## src/rtl/mem_port_arbiter.sv

```systemverilog
// Two-requester (DMA / core-control) arbiter for a single-port memory.
// Round-robin grant, bounded bursts, registered read-valid routing.
module mem_port_arbiter #(
    parameter int unsigned DATA_W    = 32,
    parameter int unsigned ADDR_W    = 6,
    parameter int unsigned MAX_BURST = 16
) (
    input  logic              arb_clk,
    input  logic              arb_reset,
    input  logic              dma_req,
    input  logic              dma_we,
    input  logic              dma_last,
    input  logic [ADDR_W-1:0] dma_addr,
    input  logic [DATA_W-1:0] dma_wdata,
    output logic              dma_gnt,
    output logic              dma_ack,
    output logic              dma_rvalid,
    input  logic              core_req,
    input  logic              core_we,
    input  logic              core_last,
    input  logic [ADDR_W-1:0] core_addr,
    input  logic [DATA_W-1:0] core_wdata,
    output logic              core_gnt,
    output logic              core_ack,
    output logic              core_rvalid,
    output logic [DATA_W-1:0] arb_rdata,
    output logic              mem_en,
    output logic              mem_we,
    output logic [ADDR_W-1:0] mem_addr,
    output logic [DATA_W-1:0] mem_wdata,
    input  logic [DATA_W-1:0] mem_rdata,
    output logic              arb_timeout,
    output logic              arb_abort
);

    localparam int unsigned CNT_W = $clog2(MAX_BURST + 1);

    typedef enum logic [1:0] {StIdle, StGntDma, StGntCore} state_e;

    state_e            state_q, state_d;
    logic              last_dma_q, last_dma_d;  // 1: DMA was served last
    logic [CNT_W-1:0]  beat_cnt_q, beat_cnt_d;
    logic              dma_rvalid_q, core_rvalid_q;
    logic              timeout_q, timeout_d;
    logic              abort_q, abort_d;

    logic              owner_is_dma;
    logic              own_req, own_we, own_last, other_req;
    logic [ADDR_W-1:0] own_addr;
    logic [DATA_W-1:0] own_wdata;
    logic              beat, rel;

    assign owner_is_dma = (state_q == StGntDma);
    assign own_req      = owner_is_dma ? dma_req   : core_req;
    assign own_we       = owner_is_dma ? dma_we    : core_we;
    assign own_last     = owner_is_dma ? dma_last  : core_last;
    assign own_addr     = owner_is_dma ? dma_addr  : core_addr;
    assign own_wdata    = owner_is_dma ? dma_wdata : core_wdata;
    assign other_req    = owner_is_dma ? core_req  : dma_req;

    always_comb begin
        state_d    = state_q;
        last_dma_d = last_dma_q;
        beat_cnt_d = beat_cnt_q;
        timeout_d  = 1'b0;
        abort_d    = 1'b0;
        beat       = 1'b0;
        rel        = 1'b0;
        unique case (state_q)
            StIdle: begin
                if (dma_req && core_req) begin
                    state_d = last_dma_q ? StGntCore : StGntDma;
                end else if (dma_req) begin
                    state_d = StGntDma;
                end else if (core_req) begin
                    state_d = StGntCore;
                end
            end
            StGntDma, StGntCore: begin
                if (!own_req) begin
                    rel     = 1'b1;
                    abort_d = 1'b1;
                end else begin
                    beat       = 1'b1;
                    beat_cnt_d = beat_cnt_q + 1'b1;
                    if (own_last) begin
                        rel = 1'b1;
                    end else if (beat_cnt_q == CNT_W'(MAX_BURST - 1)) begin
                        rel       = 1'b1;
                        timeout_d = 1'b1;
                    end
                end
                // Clearing here also covers the direct hand-over to the other requester.
                if (rel) begin
                    last_dma_d = owner_is_dma;
                    beat_cnt_d = '0;
                    if (other_req) begin
                        state_d = owner_is_dma ? StGntCore : StGntDma;
                    end else begin
                        state_d = StIdle;
                    end
                end
            end
            default: state_d = StIdle;
        endcase
    end

    always_ff @(posedge arb_clk) begin
        if (arb_reset) begin
            state_q       <= StIdle;
            last_dma_q    <= 1'b0;
            beat_cnt_q    <= '0;
            dma_rvalid_q  <= 1'b0;
            core_rvalid_q <= 1'b0;
            timeout_q     <= 1'b0;
            abort_q       <= 1'b0;
        end else begin
            state_q       <= state_d;
            last_dma_q    <= last_dma_d;
            beat_cnt_q    <= beat_cnt_d;
            dma_rvalid_q  <= beat && !own_we && owner_is_dma;
            core_rvalid_q <= beat && !own_we && !owner_is_dma;
            timeout_q     <= timeout_d;
            abort_q       <= abort_d;
        end
    end

    assign dma_gnt     = (state_q == StGntDma);
    assign core_gnt    = (state_q == StGntCore);
    assign dma_ack     = beat && owner_is_dma;
    assign core_ack    = beat && !owner_is_dma;
    assign dma_rvalid  = dma_rvalid_q;
    assign core_rvalid = core_rvalid_q;
    assign arb_timeout = timeout_q;
    assign arb_abort   = abort_q;

    // Memory returns read data one cycle after the enable, i.e. in the rvalid cycle.
    assign arb_rdata   = (dma_rvalid_q || core_rvalid_q) ? mem_rdata : '0;

    assign mem_en    = beat;
    assign mem_we    = beat && own_we;
    assign mem_addr  = beat ? own_addr  : '0;
    assign mem_wdata = beat ? own_wdata : '0;

endmodule

```

## config.mk

```make
export PLATFORM = sky130hd
export DESIGN_NAME = mem_port_arbiter
export DESIGN_NICKNAME = d
export VERILOG_FILES = /design/src/rtl/mem_port_arbiter.sv
export SDC_FILE = /design/constraint.sdc
export NUM_CORES = 1
export LEC_CHECK = 0
export CAP_MARGIN = 20
export CORE_MARGIN = 1
export CORE_UTILIZATION = 25
export DETAILED_ROUTE_END_ITERATION = 8
export HOLD_SLACK_MARGIN = 0.06
export PLACE_DENSITY = 0.88
export SLEW_MARGIN = 10
export SYNTH_ARGS = -nofsm -noshare
export SYNTH_HDL_FRONTEND = slang
export SYNTH_SLANG_ARGS = --single-unit
```

## constraint.sdc

```tcl
create_clock -name arb_clk -period 2.32 [get_ports arb_clk]
set_input_delay 0.464 -clock arb_clk [delete_from_list [all_inputs] [get_ports arb_clk]]
set_output_delay 0.464 -clock arb_clk [all_outputs]
set_load 0.01 [all_outputs]
```

==> results.json <==
{
  "synth_fa_ha_area_frac": 0.0599,
  "routed_wirelength_um": 6470,
  "row_count": 27,
  "timing.final.crit_share": 0.998,
  "area_growth_pct": 139,
  "cts_buffers": 3,
  "num-fill-cells": 490,
  "antenna_found_initial": 0,
  "fin_util": 0.628,
  "cp_max_fo": 40,
  "grt_max_degree": 41,
  "ys.flop_type": "dfxtp_1",
  "power.density_nw_per_um2": 346,
  "diodes": 0,
  "clock_sinks": 12,
  "whs_ns": 0.462,
  "worstMarginPinSlew_ns": 0.811,
  "synth_top_family_by_area": "simple AND/OR/NAND/NOR gates",
  "syn_area_um2": 1460,
  "fmax_mhz": 432,
  "syn-instance-count": 199,
  "hold_viol": 0,
  "hold_class": "reg -> reg",
  "cp-end-kind": "output pin",
  "wl_per_cell_um": 13.8,
  "syn_nets": 322,
  "relSlewSlack": 0.456,
  "clk_pin_slew_ns": 0.06,
  "dp_hpwl_um": 5330,
  "core_um2": 5570,
  "cts_tree": "yes",
  "synthSimpleGateAreaFrac": 0.352,
  "grt_usage": 0.195,
  "regArea_um2": 241,
  "drive_above_1_share": 0.148,
  "initial_core_util": 0.262,
  "start_kind": "input port",
  "clockBufferDepth": 2,
  "avgSynthCellArea_um2": 7.35,
  "setup_viol": 0,
  "synth_mux_area_frac": 0.274,
  "num-nets-final": 522,
  "remaining_drc_errors": 0,
  "top_usage_layer": "met2",
  "ys_types": 30,
  "htreeDepth": 1,
  "antenna_left": 0,
  "use_met1": 0.168,
  "cp_data_arrival_time_ns": 1.85,
  "fin_cells": 470,
  "overflow": 0,
  "ir_worst_vdd_uv": 157,
  "grt_pass1_wl_um": 9470,
  "clk_latency_ns": 0.25,
  "place.gp.congestion": 0.793,
  "maxSlewViolCount": 0,
  "grt_pass1_vias": 2069,
  "portBuffers": 195,
  "ys_seq_area_frac": 0.164,
  "skew_ns": 0.00473,
  "vias": 2192,
  "die_area_um2": 6160,
  "outcome": "complete, no violations",
  "dieWidth_um": 78.5,
  "post-place-cells": 464,
  "viasPerCell": 4.66,
  "met2_usage": 0.417,
  "fp.dieH_um": 78.5,
  "synth_edf_count": 0,
  "synth-xor-area-share": 0,
  "synthArstFlopShare": 0,
  "maxCapViolations": 0,
  "cts_hold_buffers": 0,
  "period_minus_slack_ns": 2.32,
  "ios": 196,
  "dr.pass1.iters": 4,
  "ys_ff_latch": 12,
  "cts_root_buf": "clkbuf_8",
  "synthesis.yosys.warnings": 0,
  "fin_total_pwr_mw": 1.21,
  "grt_use_met3": 0.0500,
  "required_ns": 1.86,
  "multi_input_area_um2": 1160,
  "synth_compound_area_frac": 0.0821,
  "drtIter0Drc": 63,
  "p_leak_nw": 1.39,
  "path_class": "in -> out"
}
==> stage by stage <==
step	instance area [um2]	setup slack, ns	TNS [ns]
detailed placement	3560	-0.331	-11.99
finish	3500	0.00415	0
CTS	3590	0.00477	0
global placement	3560	-0.273	-9.89
floorplan	1460	0.307	0
global route	3500	-0.0467	-0.414
==> layout make-up <==
| type | count | share of cell area |
|---|---|---|
| repair buffers | 209 | 0.552 |
| multi-input cells | 166 | 0.330 |
| flip-flops and latches | 12 | 0.0690 |
| well taps | 72 | 0.0257 |
| clock buffers | 4 | 0.0157 |
| inverters | 7 | 0.00750 |
==> cells by family after synthesis <==
family | count (synthesis)
flip-flops | 12
AO/OA/AOI/OAI | 17
AND/OR/NAND/NOR | 101
buffers and inverters | 22
adder cells (fa/ha/maj) | 7
multiplexers | 40
==> worst max-delay path, cell delays in order <==
cell	delay, ns
clkdlybuf4s50_1	0.48
inv_1	0.07
o21ai_2	0.19
nand2_2	0.10
buf_12	0.17
nor2_1	0.12
clkdlybuf4s15_1	0.25
==> state kept, by name (all words and copies together), names as in the netlist <==
| name | flops |
|---|---|
| beat_cnt_q | 5 |
| state_q | 2 |
| arb_abort | 1 |
| arb_timeout | 1 |
| core_rvalid | 1 |
| dma_rvalid | 1 |
| last_dma_q | 1 |
==> worst paths after layout <==
kind / cells past startpoint / endpoint / slack (ns) / from
min: 2 / beat_cnt_q[4]$_SDFFE_PP0P_ / 0.46 / beat_cnt_q[4]$_SDFFE_PP0P_
max: 7 / mem_wdata[21] / 0.004 / core_req
min reg2reg: 2 / beat_cnt_q[4]$_SDFFE_PP0P_ / 0.46 / beat_cnt_q[4]$_SDFFE_PP0P_
max reg2reg: 7 / state_q[1]$_SDFFE_PP0P_ / 0.15 / beat_cnt_q[0]$_SDFFE_PP0P_
==> repair_timing <==
| action | CTS | global route |
|---|---|---|
| pin swaps | 0 | 2 |
| gates resized for setup | 50 | 66 |
| setup endpoints to repair | 73 | 45 |
| setup buffers | 0 | 1 |
| gates cloned | 0 | 1 |
==> layer usage <==
layer  routed length (um)  vias up
li1                     -     1064
met1                 2130      966
met2                 3570      147
met3                  647       15
met4                  127        0
met5                    0        -
==> layout by cell type, fill, tap and decap left out, types with 3 or more instances in the layout <==
cell type and count:
mux2i_1 40, nor2b_1 33, inv_1 5, a21oi_1 5
nand2_1 7, ha_1 6, clkbuf_2 30, nand3_1 3
nand3b_1 4, dfxtp_1 11, clkdlybuf4s50_1 154, buf_4 11
clkbuf_8 4, clkdlybuf4s15_1 9, nor2_1 43
==> cell usage after synthesis (3+ instances only) <==
cell | count | share of area
a21oi_1 | 5 | 0.017
clkbuf_1 | 12 | 0.031
dfxtp_1 | 12 | 0.16
ha_1 | 7 | 0.060
inv_1 | 5 | 0.013
mux2i_1 | 40 | 0.27
nand2_1 | 8 | 0.021
nand3_1 | 3 | 0.010
nand3b_1 | 4 | 0.021
nor2_1 | 44 | 0.11
nor2b_1 | 33 | 0.14
==> report_power, final <==
part	total [mW]	switching [mW]	internal, mW
clock network	0.240	0.0896	0.151
registers	0.225	0.00884	0.216
logic	0.746	0.315	0.431
Power figures use the tool's default switching activity.
